[src/rtl/lamp_pkg.sv]
// Shared definitions for the lamp sequencer and its serial output stage.
package lamp_pkg;

  localparam int unsigned LAMP_WIDTH = 16;

  typedef enum logic [1:0] {
    IDLE     = 2'd0,
    SHIFT_LO = 2'd1,
    SHIFT_HI = 2'd2,
    LATCH    = 2'd3
  } ser_state_t;

endpackage

[src/rtl/lamp_shift_out_if.sv]
// Lamp vector in, 74HC595-style serial chain signals out.
interface lamp_shift_out_if
  import lamp_pkg::*;
#(
  parameter int unsigned WIDTH = LAMP_WIDTH
);

  logic [WIDTH-1:0] lamps_i;
  logic             ser_clk;
  logic             ser_data;
  logic             ser_latch;
  logic             busy;
  logic             done;

  modport master (
    output lamps_i,
    input  ser_clk, ser_data, ser_latch, busy, done
  );

  modport slave (
    input  lamps_i,
    output ser_clk, ser_data, ser_latch, busy, done
  );

endinterface

[src/rtl/half_period_tick.sv]
// Emits a tick every CLK_DIV cycles; held at zero while restart is high.
module half_period_tick #(
  parameter int unsigned CLK_DIV = 4
) (
  input  logic clk,
  input  logic rst_n,
  input  logic restart,
  output logic tick_c
);

  localparam int unsigned CW = (CLK_DIV > 1) ? $clog2(CLK_DIV) : 1;

  logic [CW-1:0] cnt_q;

  assign tick_c = (cnt_q == CW'(CLK_DIV - 1));

  always_ff @(posedge clk or negedge rst_n) begin
    if (!rst_n) begin
      cnt_q <= '0;
    end else if (restart || tick_c) begin
      cnt_q <= '0;
    end else begin
      cnt_q <= cnt_q + CW'(1);
    end
  end

endmodule

[src/rtl/lamp_shift_out.sv]
// Ships the lamp vector to an external shift-register chain whenever it changes,
// then strobes the latch so the whole pattern updates at once.
module lamp_shift_out
  import lamp_pkg::*;
#(
  parameter int unsigned WIDTH     = LAMP_WIDTH,
  parameter int unsigned CLK_DIV   = 4,
  parameter bit          MSB_FIRST = 1'b1
) (
  input  logic             clk,
  input  logic             rst_n,
  lamp_shift_out_if.slave  bus
);

  localparam int unsigned BCW = $clog2(WIDTH + 1);

  ser_state_t       state_q, state_d;
  logic [WIDTH-1:0] shadow_q, shadow_d;
  logic [WIDTH-1:0] shreg_q, shreg_d, shreg_adv;
  logic             pending_q, pending_d;
  logic [BCW-1:0]   bit_q, bit_d;
  logic             tick_c;
  logic             start;
  logic             last_bit;
  logic             ser_clk_q, ser_clk_d;
  logic             ser_data_q, ser_data_d;
  logic             ser_latch_q, ser_latch_d;
  logic             busy_q, busy_d;
  logic             done_q, done_d;

  function automatic logic head_bit(input logic [WIDTH-1:0] v);
    return MSB_FIRST ? v[WIDTH-1] : v[0];
  endfunction

  // Each non-idle state lasts exactly CLK_DIV cycles; the counter is parked in IDLE.
  half_period_tick #(.CLK_DIV(CLK_DIV)) u_tick (
    .clk     (clk),
    .rst_n   (rst_n),
    .restart (state_q == IDLE),
    .tick_c  (tick_c)
  );

  always_ff @(posedge clk or negedge rst_n) begin
    if (!rst_n) begin
      state_q <= IDLE;
    end else begin
      state_q <= state_d;
    end
  end

  always_comb begin
    state_d    = state_q;
    shadow_d   = shadow_q;
    shreg_d    = shreg_q;
    pending_d  = pending_q;
    bit_d      = bit_q;
    ser_data_d = ser_data_q;
    done_d     = 1'b0;
    start      = pending_q || (bus.lamps_i != shadow_q);
    shreg_adv  = MSB_FIRST ? (shreg_q << 1) : (shreg_q >> 1);
    last_bit   = ((bit_q + BCW'(1)) == BCW'(WIDTH));

    case (state_q)
      IDLE: begin
        if (start) begin
          state_d    = SHIFT_LO;
          shreg_d    = bus.lamps_i;
          shadow_d   = bus.lamps_i;
          pending_d  = 1'b0;
          bit_d      = '0;
          ser_data_d = head_bit(bus.lamps_i);
        end
      end
      SHIFT_LO: begin
        if (tick_c) state_d = SHIFT_HI;
      end
      SHIFT_HI: begin
        if (tick_c) begin
          shreg_d = shreg_adv;
          bit_d   = bit_q + BCW'(1);
          if (last_bit) begin
            state_d = LATCH;
          end else begin
            state_d    = SHIFT_LO;
            ser_data_d = head_bit(shreg_adv);
          end
        end
      end
      LATCH: begin
        if (tick_c) begin
          state_d = IDLE;
          done_d  = 1'b1;
        end
      end
      default: state_d = IDLE;
    endcase

    // Outputs are decoded from the next state so they register in step with it.
    ser_clk_d   = (state_d == SHIFT_HI);
    ser_latch_d = (state_d == LATCH);
    busy_d      = (state_d != IDLE);
  end

  always_ff @(posedge clk or negedge rst_n) begin
    if (!rst_n) begin
      shadow_q    <= '0;
      shreg_q     <= '0;
      pending_q   <= 1'b1;
      bit_q       <= '0;
      ser_clk_q   <= 1'b0;
      ser_data_q  <= 1'b0;
      ser_latch_q <= 1'b0;
      busy_q      <= 1'b0;
      done_q      <= 1'b0;
    end else begin
      shadow_q    <= shadow_d;
      shreg_q     <= shreg_d;
      pending_q   <= pending_d;
      bit_q       <= bit_d;
      ser_clk_q   <= ser_clk_d;
      ser_data_q  <= ser_data_d;
      ser_latch_q <= ser_latch_d;
      busy_q      <= busy_d;
      done_q      <= done_d;
    end
  end

  assign bus.ser_clk   = ser_clk_q;
  assign bus.ser_data  = ser_data_q;
  assign bus.ser_latch = ser_latch_q;
  assign bus.busy      = busy_q;
  assign bus.done      = done_q;

endmodule

[src/flat_wrapper.sv]
// flat-port wrapper written by rule: the top's interface ports become plain ports
module lamp_shift_out_flat import lamp_pkg::*;
#(
  parameter int unsigned WIDTH     = LAMP_WIDTH,
  parameter int unsigned CLK_DIV   = 4,
  parameter bit          MSB_FIRST = 1'b1
)
  (clk, rst_n, bus_lamps_i, bus_ser_clk, bus_ser_data, bus_ser_latch, bus_busy, bus_done);
  lamp_shift_out_if #(.WIDTH(WIDTH)) bus_i ();
  input  logic clk;
  input  logic rst_n;
  input wire logic [$bits(bus_i.lamps_i)-1:0] bus_lamps_i;
  output wire logic [$bits(bus_i.ser_clk)-1:0] bus_ser_clk;
  output wire logic [$bits(bus_i.ser_data)-1:0] bus_ser_data;
  output wire logic [$bits(bus_i.ser_latch)-1:0] bus_ser_latch;
  output wire logic [$bits(bus_i.busy)-1:0] bus_busy;
  output wire logic [$bits(bus_i.done)-1:0] bus_done;
  assign bus_i.lamps_i = bus_lamps_i;
  assign bus_ser_clk = bus_i.ser_clk;
  assign bus_ser_data = bus_i.ser_data;
  assign bus_ser_latch = bus_i.ser_latch;
  assign bus_busy = bus_i.busy;
  assign bus_done = bus_i.done;
  lamp_shift_out #(.WIDTH(WIDTH), .CLK_DIV(CLK_DIV), .MSB_FIRST(MSB_FIRST)) u_core (.clk(clk), .rst_n(rst_n), .bus(bus_i));
endmodule
[config.mk]
export PLATFORM = sky130hd
export DESIGN_NAME = lamp_shift_out_flat
export DESIGN_NICKNAME = d
export VERILOG_FILES = /design/src/rtl/lamp_pkg.sv /design/src/rtl/lamp_shift_out_if.sv /design/src/rtl/half_period_tick.sv /design/src/rtl/lamp_shift_out.sv /design/src/flat_wrapper.sv
export SDC_FILE = /design/constraint.sdc
export NUM_CORES = 1
export LEC_CHECK = 0
export BUFFER_PORTS_ARGS = -buffer_cell sky130_fd_sc_hd__buf_2
export CAP_MARGIN = 30
export CORE_ASPECT_RATIO = 1.2
export CORE_MARGIN = 5
export CORE_UTILIZATION = 54
export DETAILED_ROUTE_END_ITERATION = 6
export PLACE_DENSITY = 0.83
export SETUP_SLACK_MARGIN = 0.2
export SYNTH_ARGS = -nofsm -noshare
export SYNTH_HDL_FRONTEND = slang
export SYNTH_SLANG_ARGS = --single-unit
[constraint.sdc]
create_clock -name clk -period 1.9 [get_ports clk]
set_input_delay 0.285 -clock clk [delete_from_list [all_inputs] [get_ports clk]]
set_output_delay 0.285 -clock clk [all_outputs]
set_load 0.02 [all_outputs]
==> results of run 1 <==
-- metrics by stage --
step	instance area, µm²	util, %
4_1_cts	2750	64.9
3_5_place_dp	2590	61.2
6_report	2830	66.9
3_3_place_gp	2590	61.2
2_1_floorplan	2360	-
5_1_grt	2830	66.9
-- cells in the final DEF, fill, tap and decap left out, drive strengths merged, types with 4 or more instances in the layout --
cell	count
inv	11
buf	40
mux2	45
nand4	6
a21oi	5
xnor2	15
a31oi	4
dfrtp	45
nand2	10
nor3	7
o22ai	7
clkbuf	6
-- flip-flops by register name, summed over array words and instances, names as in the netlist --
register              cells
u_core.bus.ser_latch      1
u_core.state_q            2
u_core.pending_q          1
u_core.bus.ser_data       1
u_core.bus.busy           1
u_core.bus.done           1
u_core.bit_q              5
u_core.u_tick.cnt_q       2
u_core.shreg_q           15
u_core.shadow_q          16
u_core.bus.ser_clk        1
-- area by class of cell --
type	instances	area, µm²	share of cell area [%]
Clock inverter	2	12.5	0.442
Sequential cell	46	1150	40.8
Multi-Input combinational cell	124	1180	41.6
Inverter	11	41.3	1.46
Timing Repair Buffer	41	292	10.3
Clock buffer	6	82.6	2.92
Tap cell	56	70.1	2.48
-- routing by layer --
metal,up-vias,share of wire (%)
li1,753,-
met1,784,43
met2,35,51
met3,14,3.6
met4,0,2.4
met5,-,0
-- final timing paths --
path / start / end / slack (ns) / depth (start not counted)
min in group asynchronous: rst_n / u_core.bus.done$_DFF_PN0_ / 0.48 / 3
worst max register to register: u_core.shadow_q[11]$_DFFE_PN0P_ / u_core.shadow_q[3]$_DFFE_PN0P_ / 0.1 / 5
worst min-delay path: bus_lamps_i[13] / u_core.shadow_q[13]$_DFFE_PN0P_ / 0.25 / 2
worst max-delay path: u_core.shadow_q[11]$_DFFE_PN0P_ / u_core.shadow_q[3]$_DFFE_PN0P_ / 0.1 / 5
max in group asynchronous: rst_n / u_core.pending_q$_DFFE_PN1P_ / 1.15 / 3
worst min register to register: u_core.u_tick.cnt_q[0]$_DFF_PN0_ / u_core.u_tick.cnt_q[0]$_DFF_PN0_ / 0.47 / 1
-- cell families (layout without fill, tap and decap cells) --
group                    count (synthesis)  in the layout  synth area share [%]
adder cells (fa/ha/maj)                  3              3                  1.60
AO/OA/AOI/OAI                           25             25                  7.78
XOR/XNOR                                16             16                  5.97
multiplexers                            46             46                  23.5
buffers and inverters                   19             60                  3.94
AND/OR/NAND/NOR                         34             34                  8.16
flip-flops                              46             46                  49.1
-- report_power, final --
group	internal [mW]	leakage, nW	switching [mW]
combinational	0.0736	0.622	0.0671
sequential	0.999	0.563	0.0133
clock	0.292	0.0472	0.331
-- what timing repair did --
action | in CTS | in global routing
endpoints found under the hold margin | 45 | 0
buffers inserted | 3 | 3
setup endpoints to repair | 27 | 32
pin swaps | 1 | 7
hold buffers | 1 | 0
resized for setup | 4 | 11
==> impl_metrics.yaml, run 1 <==
yosys:
  synth_warnings: 0
  synthArstFlopShare_pct: 100
  synth_cells: 189
  netlist_area_mm2: 0.00235
  syn_nets: 210
  synth.area.top_cells: "dfrtp_1, mux2_2, mux2_4"
  ys_ff_latch: 46
  yosysSeqAreaShare_pct: 49.1
  synth_ff_type: "dfrtp_1"
  yosysTopAreaCell: "dfrtp_1"
  synth_edf_count: 0
  synth.top_cell.area_share_pct: 48.0
  synthMostInstantiatedCell: "dfrtp_1"
  synth.avg_cell_area_um2: 12.4
  synth_cell_type_count: 38
  synth_common_cells: "dfrtp_1, mux2_2, xnor2_1, inv_1, nand2_1"
timing:
  rsz0062_at_grt: "yes"
  setup_tns_ns: 0
  slew_headroom_pct: 73.3
  hold_ws_ns: 0.246
  finalClockSkew_ns: 0.00931
  fin_crit_ns: 1.80
  fmax_ghz: 0.555
  worst_slack_ns: 0.0970
  finalSetupViolCount: 0
  hold_viol_final: 0
  worst_pin_slew_ns: 0.399
  maxSlewViolCount: 0
  post-route-period-util_pct: 94.9
global_routing:
  grtUsageMet1_pct: 20.5
  grt_busiest_layer: "met2"
  met2_usage_pct: 31.4
  grtUsageMet3_pct: 4.24
  antenna_found_initial: 0
  grt_usage_pct: 17.7
  overflow: 0
  grt_pass1_wl_mm: 7.87
  grt_max_degree: 47
  grt_pass1_vias: 1616
worst_setup_path:
  crit_path_start_kind: "register"
  crit_path_max_incr_delay_ns: 0.40
  cp.arrival_ns: 1.99
  critPathBufInv: 0
  required_ns: 2.09
  critPathKind: "register to register"
  cp-end-kind: "register"
  critPathSlowestCell: "dfrtp_1"
  crit_fanout: 12
  critPathTopFamily: "simple AND/OR/NAND/NOR gates"
  crit_chain: "xnor2_1 > nand4_1 > nor3_4 > a211o_4 > mux2_2"
cts:
  clock_latency_ns: 0.31
  cts-htree-levels: 2
  cts.sinks: 46
  numCtsBuffers: 5
  root_buffer: "clkbuf_8"
  tritoncts: "built"
  clkTransAtPathRegs_ns: 0.08
  cts_buffer_depth: 2
power_and_ir_drop:
  power.total_mw: 1.78
  irDropWorstVdd_v: 0.000521
  leakage_nw: 1.23
  power.density_mw_per_mm2: 628
routing:
  drt-pass1-iter-count: 4
  drcViolationCount: 0
  vias: 1586
  vias_per_cell: 5.55
  drt_iter0_markers: 113
  postRouteWirelength_mm: 4.85
  final_antenna_net_count: 0
  wl_per_cell_um: 17.0
floorplanning:
  die_w_um: 70.2
  dieArea_mm2: 0.00577
  core_area_mm2: 0.00423
  start_util_pct: 55.5
  rows: 26
  io_pins: 23
  die_h_um: 82.2
layout:
  final_nets: 250
  drive_gt1_share_pct: 47.0
  diodes: 0
  final_cells: 286
  fillers: 315
  area_growth_pct: 20.5
place:
  io_buffers: 22
  place_congestion: 0.828
  place_ws_ns: -0.0475
  dp.cells: 271
  hpwlAfterDp_mm: 3.28
min_path:
  hold_path_class: "input pin to register"
run_status:
  status: "completed"
job:
  cap_viol_max_count: 0
(Power assumes the default switching activity.)
==> run 2: changes to the inputs <==
--- a/config.mk
+++ b/config.mk
@@ -10,6 +10,7 @@
 export CORE_ASPECT_RATIO = 1.2
 export CORE_MARGIN = 5
 export CORE_UTILIZATION = 54
+export CTS_CLUSTER_DIAMETER = 150
 export DETAILED_ROUTE_END_ITERATION = 6
 export PLACE_DENSITY = 0.83
 export SETUP_SLACK_MARGIN = 0.2
==> constraint.sdc (replaced) <==
create_clock -name clk -period 1.85 [get_ports clk]
set_input_delay 0.2775 -clock clk [delete_from_list [all_inputs] [get_ports clk]]
set_output_delay 0.2775 -clock clk [all_outputs]
set_load 0.02 [all_outputs]
==> run 2 against run 1 <==
Against the previous run:
- clock power rose by 19%
- largest power group unchanged
- final cell count rose by 1.4%
- sequential share of layout area fell by 2.1 points
- clock-buffer cell count fell by 1
==> impl_metrics.yaml, run 2 (synthesis results as in run 1) <==
run_status:
  status: "completed"
worst_setup_path:
  critPathKind: "register to register"
  critical_path.startpoint: "u_core.shadow_q[4]$_DFFE_PN0P_"
  critPathSlowestCell: "dfrtp_1"
  r2r_start: "u_core.shadow_q[4]$_DFFE_PN0P_"
  r2r_slack_ns: 0.03
  crit_path_start_kind: "register"
  critPathTopFamily: "simple AND/OR/NAND/NOR gates"
  crit_path_max_incr_delay_ns: 0.40
  cp-end-kind: "register"
  crit_chain: "xnor2_1 > nand3_1 > nor3_4 > buf_6 > a31oi_4 > buf_12 > mux2_4"
  crit_fanout: 9
  critPathBufInv: 2
  r2r.worst_path.cells: 7
  r2r_end: "u_core.shreg_q[9]$_DFFE_PN0P_"
  required_ns: 2.04
  cp.arrival_ns: 2.01
power_and_ir_drop:
  internal-power_mw: 1.51
  switching_share_pct: 22.3
  power.density_mw_per_mm2: 652
  switching_power_mw: 0.432
  leakage_nw: 1.34
  irDropWorstVdd_v: 0.000580
  seqPwrFrac_pct: 53.8
  comb_power_share_pct: 8.1
  clkPwrFrac_pct: 38.1
layout:
  fillers: 285
  regMostFlops: "u_core.shadow_q"
  diodes: 0
  area_growth_pct: 26.7
  finalInstanceArea_mm2: 0.00297
  largest_registers: "u_core.shadow_q (16), u_core.shreg_q (15), u_core.bit_q (5)"
  mostFrequentLayoutCells: "dfrtp_1, mux2_2, buf_2"
  drive_gt1_share_pct: 50.4
  final_common_cell: "dfrtp_1"
  largest_register_ffs: 16
  final_nets: 254
floorplanning:
  start_util_pct: 55.5
  dieArea_mm2: 0.00577
  rows: 26
  io_pins: 23
  die_w_um: 70.2
  die_h_um: 82.2
  core_area_mm2: 0.00423
job:
  cap_viol_max_count: 0
timing:
  finalSetupViolCount: 0
  worst_pin_slew_ns: 0.572
  hold_viol_final: 0
  post-route-period-util_pct: 98.4
  setup_tns_ns: 0
  slew_headroom_pct: 61.9
  maxSlewViolCount: 0
  rsz0062_at_grt: "yes"
  fin_crit_ns: 1.82
  fmax_ghz: 0.549
  finalClockSkew_ns: 0.0130
place:
  place_congestion: 0.787
  dpl_cell_area_mm2: 0.00264
  io_buffers: 22
  hpwlAfterDp_mm: 3.34
cts:
  cts-htree-levels: 2
  cts.sinks: 46
  tritoncts: "built"
  clock_latency_ns: 0.31
  cts_buffer_depth: 2
  root_buffer: "clkbuf_8"
  numCtsBuffers: 5
  clkTransAtPathRegs_ns: 0.09
routing:
  postRouteWirelength_mm: 5.17
  vias: 1640
  vias_per_cell: 5.66
  drcViolationCount: 0
  wl_per_cell_um: 17.8
  drt-pass1-iter-count: 4
  drt_iter0_markers: 133
  final_antenna_net_count: 0
min_path:
  hold_path_class: "input pin to async pin"
global_routing:
  antenna_found_initial: 0
  overflow: 0
  grt_pass1_wl_mm: 8.68
  grt_usage_pct: 19.7
  grt_max_degree: 47
  grt_pass1_vias: 1722
-- run 2: changes by cell type in the layout (fill, tap and decap cells not counted), moves of 4 or more --
| cell | change |
|---|---|
| buf_6 | +4 |
| mux2_2 | -10 |
| mux2_4 | +10 |
| xnor2_1 | -4 |
| xnor2_2 | +4 |
-- run 2: metal layers --
metal,vias to the layer above,global-route usage (%),wire [µm]
met3,11,4.36,223
met2,39,35.2,2670
met5,-,0,0
li1,770,-,-
met4,0,7.28,103
met1,820,23.7,2170
-- run 2: power groups by stage --
stage | clock [mW] | sequential, mW | combinational (mW)
detailed placement | 0 | 1.06 | 0.141
global placement | 0 | 1.06 | 0.138
finish | 0.740 | 1.04 | 0.157
global route | 0.807 | 1.05 | 0.172
CTS | 0.747 | 1.04 | 0.150
floorplan | 0 | 1.06 | 0.0735
-- run 2: how the worst max path moves through the flow --
stage | end | slack (ns) | cells past startpoint
floorplan | u_core.shadow_q[11]$_DFFE_PN0P_ | 0.14 | 6
global placement | u_core.shadow_q[0]$_DFFE_PN0P_ | -0.06 | 6
detailed placement | u_core.shadow_q[3]$_DFFE_PN0P_ | -0.08 | 6
CTS | u_core.shreg_q[9]$_DFFE_PN0P_ | 0.07 | 7
global route | u_core.shreg_q[9]$_DFFE_PN0P_ | -0.04 | 7
finish | u_core.shreg_q[9]$_DFFE_PN0P_ | 0.03 | 7
-- run 2: area by class of cell --
cell class / count / area, µm² / share of cell area [%]
sequential: 46 / 1150 / 38.7
multi-input combinational: 125 / 1260 / 42.4
inverter: 11 / 41.3 / 1.39
timing repair buffer: 44 / 339 / 11.4
clock inverter: 3 / 40.0 / 1.35
clock buffer: 5 / 68.8 / 2.31
tap: 56 / 70.1 / 2.36
-- run 2: per-stage QoR --
stage | power, mW | hold slack (ns) | utilization, % | instances | setup slack, ns
2_1_floorplan | 1.13 | -0.0181 | - | 189 | 0.140
3_3_place_gp | 1.20 | 0.394 | 62.5 | 274 | -0.0603
3_5_place_dp | 1.20 | 0.402 | 62.5 | 274 | -0.0754
4_1_cts | 1.94 | 0.0701 | 68.9 | 289 | 0.0689
5_1_grt | 2.03 | 0.0876 | 70.3 | 290 | -0.0395
6_report | 1.94 | 0.0423 | 70.3 | 290 | 0.0287
-- run 2: worst reg2reg max path, stage by stage, from the launching register on --
cell and delay [ns]:
dfrtp_1 0.40, xnor2_1 0.17, nand3_1 0.16, nor3_4 0.25, buf_6 0.14, a31oi_4 0.12
buf_12 0.18, mux2_4 0.30
-- run 2: repair_timing --
action | CTS | global route
cloned | 1 | 0
pin swaps | 8 | 7
hold endpoints to repair | 0 | 0
hold buffers | 0 | 0
resized for setup | 15 | 11
buffers inserted | 6 | 1
endpoints found under the setup margin | 32 | 33
==> run 3: changes to the inputs <==
--- a/config.mk
+++ b/config.mk
@@ -12,8 +12,10 @@
 export CORE_UTILIZATION = 54
 export CTS_CLUSTER_DIAMETER = 150
 export DETAILED_ROUTE_END_ITERATION = 6
+export MAX_ROUTING_LAYER = met4
 export PLACE_DENSITY = 0.83
 export SETUP_SLACK_MARGIN = 0.2
 export SYNTH_ARGS = -nofsm -noshare
 export SYNTH_HDL_FRONTEND = slang
+export SYNTH_HIERARCHICAL = 1
 export SYNTH_SLANG_ARGS = --single-unit
==> run 3 against run 2 <==
Against the previous run:
- the flow now finishes with violations (negative setup slack)
- largest cell class unchanged
- hold slack improved by 0.20 ns
- total power fell by 8.9%
- highest routed layer unchanged
- critical path type unchanged
- core utilization fell by 2.5 points
==> impl_metrics.yaml, run 3 <==
worst_setup_path:
  r2r_start: "u_core/shadow_q[2]$_DFFE_PN0P_"
  r2r_slack_ns: -0.17
  r2r_end: "u_core/shreg_q[7]$_DFFE_PN0P_"
  critPathKind: "register to register"
  required_ns: 2.03
  crit_path_start_kind: "register"
  crit_fanout: 15
  critPathSlowestCell: "dfrtp_1"
  crit_chain: "xor2_1 > nor4_2 > nand2_1 > o31ai_4 > buf_12 > mux2_4"
  cp.arrival_ns: 2.20
  cp-end-kind: "register"
  crit_path_max_incr_delay_ns: 0.39
  r2r.worst_path.cells: 6
layout:
  drive_gt1_share_pct: 49.4
  regMostFlops: "u_core/shadow_q"
  largest_registers: "u_core/shadow_q (16), u_core/shreg_q (15), u_core/bit_q (5)"
  final_common_cell: "dfrtp_1"
  fillers: 318
  regArea_mm2: 0.00115
  area_growth_pct: 21.7
  multiInputGateArea_mm2: 0.00120
  largest_register_ffs: 16
  mostFrequentLayoutCells: "dfrtp_1, mux2_2, buf_4"
  final_nets: 261
  fin_util_pct: 67.9
  diodes: 0
min_path:
  hold_depth: 2
  hold_end: "u_core/shadow_q[15]$_DFFE_PN0P_"
  hold_path_class: "input pin to register"
  hp-start: "bus_lamps_i[15]"
yosys:
  synth_cells: 191
  yosysTopAreaCell: "dfrtp_1"
  syn_nets: 212
  synth_ff_type: "dfrtp_1"
  synth_cell_type_count: 40
  netlist_area_mm2: 0.00239
  synthArstFlopShare_pct: 100
  synth.area.top_cells: "dfrtp_1, mux2_2, xor2_1"
  synth_edf_count: 0
  synth.avg_cell_area_um2: 12.5
  synth_warnings: 6
  ys_ff_latch: 46
  synthMostInstantiatedCell: "dfrtp_1"
  yosysSeqAreaShare_pct: 48.1
  synth_common_cells: "dfrtp_1, mux2_2, xor2_1, inv_1, mux2_4"
  synth.top_cell.area_share_pct: 47.0
timing:
  hold_viol_final: 0
  post-route-period-util_pct: 109
  slew_headroom_pct: 64.8
  fmax_ghz: 0.496
  hold_ws_ns: 0.247
  rsz0062_at_grt: "yes"
  worst_pin_slew_ns: 0.528
  finalSetupViolCount: 27
  finalClockSkew_ns: 0.0104
  worst_slack_ns: -0.167
  fin_crit_ns: 2.02
  maxSlewViolCount: 0
global_routing:
  grt_usage_pct: 18.2
  antenna_found_initial: 0
  grt_pass1_wl_mm: 8.22
  grt_pass1_vias: 1725
  grt_max_degree: 25
  overflow: 0
power_and_ir_drop:
  seqPwrFrac_pct: 56.8
  internal-power_mw: 1.36
  clkPwrFrac_pct: 36.5
  leakage_nw: 1.44
  switching_share_pct: 23.1
  comb_power_share_pct: 6.7
  power.total_mw: 1.77
  irDropWorstVdd_v: 0.000283
  switching_power_mw: 0.408
  power.density_mw_per_mm2: 606
cts:
  tritoncts: "built"
  clkTransAtPathRegs_ns: 0.09
  numCtsBuffers: 5
  clock_latency_ns: 0.30
  cts_buffer_depth: 2
  cts.sinks: 46
  root_buffer: "clkbuf_8"
  cts-htree-levels: 2
floorplanning:
  io_pins: 23
  core_area_mm2: 0.00429
  die_h_um: 83.0
  rows: 26
  dieArea_mm2: 0.00587
  die_w_um: 70.8
  start_util_pct: 55.8
routing:
  drcViolationCount: 0
  vias_per_cell: 5.50
  postRouteWirelength_mm: 5.03
  wl_per_cell_um: 16.9
  drt-pass1-iter-count: 6
  final_antenna_net_count: 0
  vias: 1634
  drt_iter0_markers: 81
run_status:
  failed_checks: "negative setup slack"
  status: "complete, but fails checks"
place:
  place_congestion: 0.779
  hpwlAfterDp_mm: 3.58
  io_buffers: 22
job:
  cap_viol_max_count: 0
[run 3: logic make-up (layout without fill, tap and decap cells)]
family                     count (synthesis)  in the layout  synth area share (%)
xor gates and xnor gates                  16             16                  5.85
AOI/OAI and AO/OA                         24             24                  7.16
DFF                                       46             46                  48.1
buffers and inverters                     20             70                  4.23
adders and majority gates                  3              3                  1.57
and+or+nand+nor                           36             36                  10.1
muxes                                     46             46                  23.0
[run 3: power by group through the flow]
stage                     Combinational, mW  Clock (mW)  Sequential, mW
after floorplan                      0.0370           0            1.02
after global placement                0.110           0            1.02
after detailed placement              0.113           0            1.02
after CTS                             0.117       0.664            1.00
after global routing                  0.130       0.710            1.00
final                                 0.118       0.645            1.00
[run 3: worst max path at each step]
stage,startpoint,cells past startpoint,to,slack [ns]
2_1_floorplan,u_core/shadow_q[2]$_DFFE_PN0P_,6,u_core/shreg_q[10]$_DFFE_PN0P_,-0.09
3_3_place_gp,bus_lamps_i[7],7,u_core/shreg_q[4]$_DFFE_PN0P_,-0.09
3_5_place_dp,bus_lamps_i[2],7,u_core/shreg_q[4]$_DFFE_PN0P_,-0.33
4_1_cts,u_core/shadow_q[2]$_DFFE_PN0P_,6,u_core/shreg_q[5]$_DFFE_PN0P_,-0.20
5_1_grt,u_core/shadow_q[0]$_DFFE_PN0P_,6,u_core/shreg_q[5]$_DFFE_PN0P_,-0.23
6_report,u_core/shadow_q[2]$_DFFE_PN0P_,6,u_core/shreg_q[7]$_DFFE_PN0P_,-0.17
[run 3: critical path: cells and delay by family (launching register included)]
family,cells,cell delay (ns)
buffers and inverters,1,0.21
multiplexers,1,0.32
AO/OA/AOI/OAI,1,0.30
XOR/XNOR,1,0.17
AND/OR/NAND/NOR,2,0.51
flip-flops,1,0.39
[run 3: area by class of cell]
cell class	count	share of cell area (%)
multi-input combinational	125	41.2
sequential	46	39.5
timing repair buffer	50	12.1
clock buffer	6	2.83
tap	56	2.40
inverter	12	1.55
clock inverter	2	0.429
[run 3: timing repair]
item                                    in CTS  in global routing
endpoints found under the setup margin      33                 33
hold buffers                                 1                  0
buffers inserted                             0                  3
gates resized for setup                      3                 11
hold endpoints to repair                    21                  0
pin swaps                                    0                  3
[run 3: routing by layer]
layer  GRT usage (%)  vias up  routed length, µm
li1                -      776                  -
met1            20.7      811               2030
met2            31.0       39               2720
met3            4.11        8                184
met4            6.50        0                 96
met5               -        -                  0
[run 3: metrics by stage]
step                      setup WS (ns)  setup TNS (ns)  cells  cell area (µm²)
after floorplan                 -0.0887          -0.798    191             2400
after global placement          -0.0932           -2.01    285             2720
after detailed placement         -0.325           -7.66    285             2720
after CTS                        -0.201           -4.18    294             2840
after global routing             -0.232           -5.57    297             2910
final                            -0.167           -3.80    297             2910
